`config.mk`:
```
export PLATFORM = sky130hd
export DESIGN_NAME = fifo_stream_reader
export DESIGN_NICKNAME = d
export VERILOG_FILES = /design/src/rtl/fifo_pkg.sv /design/src/rtl/fifo_stream_reader_hold_buf.sv /design/src/rtl/fifo_stream_reader.sv
export SDC_FILE = /design/constraint.sdc
export NUM_CORES = 1
export LEC_CHECK = 0
export BUFFER_PORTS_ARGS = -buffer_cell sky130_fd_sc_hd__buf_2
export CAP_MARGIN = 10
export CORE_MARGIN = 2
export CORE_UTILIZATION = 40
export CTS_BUF_LIST = sky130_fd_sc_hd__clkbuf_8
export DETAILED_ROUTE_END_ITERATION = 6
export SYNTH_ARGS = -nofsm -noshare
export SYNTH_HDL_FRONTEND = slang
export SYNTH_SLANG_ARGS = --single-unit
```
`constraint.sdc`:
```
create_clock -name clk -period 2 [get_ports clk]
set_input_delay 0.1 -clock clk [delete_from_list [all_inputs] [get_ports clk]]
set_output_delay 0.1 -clock clk [all_outputs]
set_load 0.02 [all_outputs]
```
`src/rtl/fifo_pkg.sv`:
```
// Constants shared by the synchronous FIFO and the stream reader that drains it.
package fifo_pkg;

    localparam int FIFO_RD_LATENCY    = 1;
    localparam int DEFAULT_DATA_WIDTH = 8;

endpackage : fifo_pkg

```
`src/rtl/fifo_stream_reader_hold_buf.sv`:
```
// Circular holding buffer for the stream reader: push at tail, pop at head,
// head word presented combinationally (zero while empty).
module stream_hold_buf
    import fifo_pkg::*;
#(
    parameter int DATA_WIDTH = DEFAULT_DATA_WIDTH,
    parameter int BUF_DEPTH  = 3,
    localparam int PW        = $clog2(BUF_DEPTH),
    localparam int OW        = $clog2(BUF_DEPTH + 1)
) (
    input  logic                  i_clk,
    input  logic                  i_rstn,
    input  logic                  i_push,
    input  logic [DATA_WIDTH-1:0] i_push_data,
    input  logic                  i_pop,
    output logic [OW-1:0]         o_occ,
    output logic [DATA_WIDTH-1:0] o_head
);

    localparam logic [PW-1:0] LAST_PTR = PW'(BUF_DEPTH - 1);

    logic [DATA_WIDTH-1:0] r_mem [BUF_DEPTH];
    logic [PW-1:0]         r_wr_ptr;
    logic [PW-1:0]         r_rd_ptr;
    logic [OW-1:0]         r_occ;
    logic                  w_pop;

    // The caller never pushes into a full buffer; its issue rule reserves the slot.
    assign w_pop = i_pop & (r_occ != '0);

    always_ff @(posedge i_clk or negedge i_rstn) begin
        if (!i_rstn) begin
            for (int i = 0; i < BUF_DEPTH; i++) begin
                r_mem[i] <= '0;
            end
            r_wr_ptr <= '0;
            r_rd_ptr <= '0;
            r_occ    <= '0;
        end else begin
            if (i_push) begin
                r_mem[r_wr_ptr] <= i_push_data;
                r_wr_ptr        <= (r_wr_ptr == LAST_PTR) ? '0 : r_wr_ptr + 1'b1;
            end
            if (w_pop) begin
                r_rd_ptr <= (r_rd_ptr == LAST_PTR) ? '0 : r_rd_ptr + 1'b1;
            end
            case ({i_push, w_pop})
                2'b10:   r_occ <= r_occ + 1'b1;
                2'b01:   r_occ <= r_occ - 1'b1;
                default: r_occ <= r_occ;
            endcase
        end
    end

    assign o_occ  = r_occ;
    assign o_head = (r_occ != '0) ? r_mem[r_rd_ptr] : '0;

endmodule : stream_hold_buf

```
`src/rtl/fifo_stream_reader.sv`:
```
// Read-side master for the synchronous FIFO: pops words while non-empty and
// re-presents them on a valid/ready stream at up to one word per cycle.
module fifo_stream_reader
    import fifo_pkg::*;
#(
    parameter int DATA_WIDTH = DEFAULT_DATA_WIDTH,
    parameter int BUF_DEPTH  = 3,
    parameter int CNT_WIDTH  = 16
) (
    input  logic                  clk,
    input  logic                  rstn,
    input  logic                  en,
    input  logic                  fifo_empty,
    output logic                  fifo_rd_en,
    input  logic [DATA_WIDTH-1:0] fifo_data,
    output logic                  m_valid,
    input  logic                  m_ready,
    output logic [DATA_WIDTH-1:0] m_data,
    output logic [CNT_WIDTH-1:0]  word_cnt,
    output logic                  busy
);

    localparam int OW = $clog2(BUF_DEPTH + 1);

    logic                 r_inflight;
    logic [CNT_WIDTH-1:0] r_word_cnt;
    logic [OW-1:0]        w_occ;
    logic [OW:0]          w_reserved;
    logic                 w_accept;

    // Stream handshake: a word transfers on any cycle with m_valid & m_ready;
    // once m_valid rises, m_data holds until that transfer happens.
    assign w_accept = m_valid & m_ready;

    // Issue decision never looks at m_ready: buffered plus in-flight words
    // must leave a free slot for the word this read will return.
    assign w_reserved = {1'b0, w_occ} + {{OW{1'b0}}, r_inflight};
    assign fifo_rd_en = rstn & en & ~fifo_empty & (w_reserved < (OW+1)'(BUF_DEPTH));

    always_ff @(posedge clk or negedge rstn) begin
        if (!rstn) begin
            r_inflight <= 1'b0;
            r_word_cnt <= '0;
        end else begin
            r_inflight <= fifo_rd_en;
            if (w_accept) begin
                r_word_cnt <= r_word_cnt + 1'b1;
            end
        end
    end

    stream_hold_buf #(
        .DATA_WIDTH (DATA_WIDTH),
        .BUF_DEPTH  (BUF_DEPTH)
    ) u_hold_buf (
        .i_clk       (clk),
        .i_rstn      (rstn),
        .i_push      (r_inflight),
        .i_push_data (fifo_data),
        .i_pop       (w_accept),
        .o_occ       (w_occ),
        .o_head      (m_data)
    );

    assign m_valid  = (w_occ != '0);
    assign word_cnt = r_word_cnt;
    assign busy     = r_inflight | m_valid;

endmodule : fifo_stream_reader

```
Yosys cells after proc, flatten, opt, wreduce, memory -nomap -nowiden
Cells that the tools add are included.
{"block": "op_classes", "n_addsub": 6, "n_lt_le_gt_ge": 4, "eq_ne": 4, "n_mux": 10, "n_bitwise": 9, "n_reduce_logical": 3}
{"cell": "two-way mux 8 bit", "n": 4}
{"cell": "bitwise mux 24 bit", "n": 1}
{"cell": "adder 16 x 1 -> 16 bit (second input constant)", "n": 1}
{"cell": "binary-select mux 8 bit (select 2 bit)", "n": 1}
{"cell": "demux 8 bit (select 2 bit)", "n": 1}
{"cell": "adder 2 x 1 -> 2 bit (second input constant)", "n": 3}
{"cell": "== test 2 bit (second input constant)", "n": 3}
{"cell": "greater-or-equal comparator 3 bit (second input constant)", "n": 2}
{"cell": "inverter 2 -> 3 bit", "n": 2}
{"cell": "bitwise AND 1 bit", "n": 5}
{"cell": "two-way mux 2 bit", "n": 2}
{"cell": "one-hot mux 2 bit (2 select lines)", "n": 1}
{"cell": "nonzero test 2 bit", "n": 2}
{"cell": "adder 2 x 1 -> 3 bit", "n": 1}
{"cell": "less-than comparator 3 x 1 -> 1 bit (second input constant)", "n": 1}
{"cell": "less-than comparator 3 x 2 -> 1 bit (second input constant)", "n": 1}
{"cell": "== test 2 x 1 -> 1 bit (second input constant)", "n": 1}
{"cell": "subtractor 2 x 1 -> 2 bit (second input constant)", "n": 1}
{"cell": "logical AND 1 bit", "n": 1}
{"cell": "inverter 1 bit", "n": 1}
{"cell": "bitwise OR 1 bit", "n": 1}
{"block": "word_totals", "ff_bits": 47, "inputBits": 13}

Logic depth before layout (Yosys ltp)
{"block": "logic_depth", "word_depth": 6, "mapped_depth": 7, "mapped_depth_nobuf": 6}

Modules after synthesis
A second synthesis with hierarchy kept.
{"block": "unflattened", "cells_unflattened": 179, "hier_area_um2": 2225.9}
{"module": "stream_hold_buf", "instances": 1, "cells_each": 111, "area_per_inst_um2": 1407.6}
{"module": "fifo_stream_reader", "instances": 1, "cells_each": 68, "area_per_inst_um2": 818.3}

Worst setup path before layout
Ideal clock, no wire load.
{"block": "synth_timing", "path_kind": "reg-to-reg", "from": "register r_inflight", "to": "register r_inflight", "setup_ps": 247, "arrival_time_ps": 2084, "path_slack_ps": -331, "path_stages_with_launch": 4, "n_path_buf": 0, "path_cell_list": "dfrtp_1 -> ha_1 -> ha_1 -> a2111oi_0"}
{"block": "synth_via", "elab_chain_len": 3}
{"item": "from (decl)", "line": "fifo_stream_reader.sv:25", "text": "logic r_inflight;"}
{"item": "from (signal assigned)", "line": "fifo_stream_reader.sv:45", "text": "r_inflight <= fifo_rd_en;"}
{"item": "adder 2 x 1 -> 3 bit", "line": "fifo_stream_reader.sv:37", "text": "assign w_reserved = {1'b0, w_occ} + {{OW{1'b0}}, r_inflight};"}
{"item": "less-than comparator 3 x 2 -> 1 bit", "line": "fifo_stream_reader.sv:38", "text": "assign fifo_rd_en = rstn & en & ~fifo_empty & (w_reserved < (OW+1)'(BUF_DEPTH));"}
{"item": "bitwise AND 1 bit", "line": "fifo_stream_reader.sv:38"}
{"item": "net fifo_rd_en", "line": "fifo_stream_reader.sv:14", "text": "output logic fifo_rd_en,"}
The timed path passes the listed nets, and every way through them passes these cells.
A chain may end at the register's enable or synchronous reset.

Final worst setup path
{"block": "layout_timing", "from": "register r_inflight", "to": "output fifo_rd_en"}
{"block": "layout_via", "elab_chain_len": 3}
{"item": "adder 2 x 1 -> 3 bit", "line": "fifo_stream_reader.sv:37"}
{"item": "less-than comparator 3 x 2 -> 1 bit", "line": "fifo_stream_reader.sv:38"}
{"item": "bitwise AND 1 bit", "line": "fifo_stream_reader.sv:38"}
{"item": "to (decl)", "line": "fifo_stream_reader.sv:14"}
Every way passes these cells.

==> flow_metrics.env <==
export IMPL_wire_per_inst_um=13.6
export IMPL_placed_cell_area_um2=2480
export IMPL_netlist_area_um2=2180
export IMPL_power_frac_comb=0.430
export IMPL_cts_tree="yes"
export IMPL_maxSlewHeadroom=0.608
export IMPL_ys_types=32
export IMPL_crit_slowest_cell="dfrtp_1"
export IMPL_start_kind="flop"
export IMPL_io_pins=40
export IMPL_yosys_area_top_type_share=0.540
export IMPL_synth_edf_count=0
export IMPL_power_internal_uw=2350
export IMPL_grt_max_degree=48
export IMPL_whs_path_depth=2
export IMPL_crit_path_frequent_cell="ha_1"
export IMPL_required_ps=1900
export IMPL_cts_buffers=5
export IMPL_coreArea_um2=5170
export IMPL_syn2layout_area_growth_pct=19.4
export IMPL_synthFlopType="dfrtp_1"
export IMPL_drc=0
export IMPL_fp_dieArea_um2=6050
export IMPL_dpl_hpwl_um=2900
export IMPL_grt_pass1_vias=1449
export IMPL_max_stage_delay_ps=420
export IMPL_synthArstFlopShare=1.00
export IMPL_grt_ovfl_total=0
export IMPL_setup_viol=0
export IMPL_worstSkewPairLatency_ps=290
export IMPL_routed_wl_um=4110
export IMPL_port_buffers=39
export IMPL_tightest_slew_ps=589
export IMPL_drtIter0Drc=96
export IMPL_gp_congestion=0.717
export IMPL_yosys_top_cells_count="dfrtp_1, nor2_1, mux2_2"
export IMPL_peakVddDrop_mv=0.871
export IMPL_syn_area_per_cell_um2=12.0
export IMPL_dp_cells=292
export IMPL_die_height_um=77.8
export IMPL_crit_arrival_ps=1790
export IMPL_fill_cells=491
export IMPL_grt_pass1_wl_um=7290
export IMPL_critPathCaptureType="output port"
export IMPL_layout_cells_non_filler=302
export IMPL_ys_seq_elements=47
export IMPL_post_cts_buffers=0
export IMPL_clkTransAtPathRegs_ps=80
export IMPL_antenna_found_initial=0
export IMPL_htree_levels=2
export IMPL_cts_sinks=47
export IMPL_clock_skew_final_ps=4.43
export IMPL_critPathMaxFanout=4
export IMPL_post_route_util=0.503
export IMPL_die_w_um=77.8
export IMPL_maxSlewViolCount=0
export IMPL_nets=248
export IMPL_synthesis_nets=199
export IMPL_cap_violations=0
export IMPL_path_cells="ha_1 -> ha_1 -> a2111oi_4 -> buf_4"
export IMPL_power_frac_seq=0.429
export IMPL_hold_path_class="in2reg"
export IMPL_cts_root_buf="clkbuf_8"
export IMPL_status="complete, no violations"
export IMPL_p_leak_uw=0.00129
export IMPL_switchingPower_uw=1490
export IMPL_antenna_cells=0
export IMPL_track_usage=0.152
export IMPL_fin_crit_ps=1890
export IMPL_layout_drive_gt1_share=0.353
export IMPL_synth_most_common_cell="dfrtp_1"
export IMPL_synth_area_leaders="dfrtp_1, mux2_2, mux2_4"
export IMPL_power_density_nw_per_um2=1480
export IMPL_rows=26
export IMPL_firstDrtPassIters=4
export IMPL_yosysSeqAreaShare=0.540
export IMPL_dr_total_vias=1446
export IMPL_viasPerCell=4.79
export IMPL_yosys_warnings=0
export IMPL_yosysTopAreaCell="dfrtp_1"
export IMPL_path_class="reg2out"
export IMPL_pwr_share_clk=0.140
export IMPL_cts_max_path_buffers=2
export IMPL_final_area_um2=2600
export IMPL_initial_utilization=0.421
export IMPL_clock_fmax_mhz=530
export IMPL_hold_viol=0
export IMPL_r2r_worst_path_cells=2
export IMPL_min_period_over_period=0.943
export IMPL_final_antenna_net_count=0
export IMPL_swShare=0.388
export IMPL_synthCells=182
export IMPL_fin_setup_tns_ps=0
## metrics by stage
step,setup WS (ps),power (µW),hold slack (ps)
6_report,114,3840,66.1
5_1_grt,-0.438,4170,57.0
4_1_cts,56.8,3880,45.2
3_5_place_dp,384,3330,275
3_3_place_gp,422,3290,267
2_1_floorplan,281,2810,-196
## repair_timing
action                                 in CTS  in global routing
endpoints found under the hold margin      41                  0
resized for setup                           0                  2
hold buffers                                2                  0
setup endpoints to repair                   0                  1
## power groups by stage
| stage | clock network [µW] | registers, µW | logic [µW] |
|---|---|---|---|
| global placement | 0 | 1660 | 1630 |
| CTS | 563 | 1650 | 1670 |
| detailed placement | 0 | 1670 | 1660 |
| finish | 540 | 1650 | 1650 |
| global route | 607 | 1720 | 1840 |
| floorplan | 0 | 1630 | 1180 |
## flip-flops by register name (all words and copies together), names as in the netlist
name and count:
r_inflight 1, u_hold_buf.o_occ 2, u_hold_buf.r_mem 24, u_hold_buf.r_rd_ptr 2, u_hold_buf.r_wr_ptr 2, word_cnt 16
## metal layers
metal | GRT usage | vias up | wire [µm]
met5 | 0 | - | 0
met4 | 0.0375 | 0 | 24
met3 | 0.0302 | 4 | 137
met2 | 0.231 | 21 | 1890
met1 | 0.223 | 704 | 2060
li1 | - | 717 | -
## layout by cell type, fill, tap and decap left out, types with 4 or more instances in the layout
cell	netlist	layout
dfrtp_1	47	47
buf_2	1	38
nor2_1	23	23
mux2_2	16	16
xnor2_1	13	13
nand2_1	11	11
inv_1	6	8
mux2i_1	8	8
a21oi_1	8	8
mux2_4	8	8
buf_4	0	7
nand3_1	6	6
xor2_1	5	5
clkbuf_8	0	5
ha_1	4	4
## critical path, delay by kind of cell (launching register included)
kind,cells,cell delay (ps)
buffers and inverters,1,200
adder cells (fa/ha/maj),2,520
flip-flops,1,420
AO/OA/AOI/OAI,1,360
## area by class of cell
cell class / count / area, µm² / share of cell area
clock buffer: 5 / 68.8 / 0.0265
clock inverter: 3 / 12.5 / 0.00481
inverter: 8 / 30.0 / 0.0115
multi-input combinational: 122 / 962 / 0.370
sequential: 47 / 1180 / 0.452
tap: 70 / 87.6 / 0.0337
timing repair buffer: 47 / 263 / 0.101
## worst paths after layout
path                       slack (ps)                    to                    from
setup / recovery                  110            fifo_rd_en              r_inflight
hold / removal                     70   u_hold_buf.r_mem[4]            fifo_data[4]
setup reg to reg                  440   u_hold_buf.r_mem[3]  u_hold_buf.r_wr_ptr[0]
hold reg to reg                   470          word_cnt[15]            word_cnt[15]
max in group asynchronous        1100   u_hold_buf.o_occ[1]                    rstn
min in group asynchronous         490  u_hold_buf.r_mem[12]                    rstn
## kinds of logic (layout without fill, tap and decap cells)
family                   after synthesis  in the layout  synth area share
AND/OR/NAND/NOR                       53             53             0.119
flip-flops                            47             47             0.540
multiplexers                          32             32             0.175
XOR/XNOR                              18             18            0.0724
AO/OA/AOI/OAI                         15             15            0.0442
buffers and inverters                 13             63            0.0270
adder cells (fa/ha/maj)                4              4            0.0230
No activity file was read; power rests on OpenSTA's default activity.
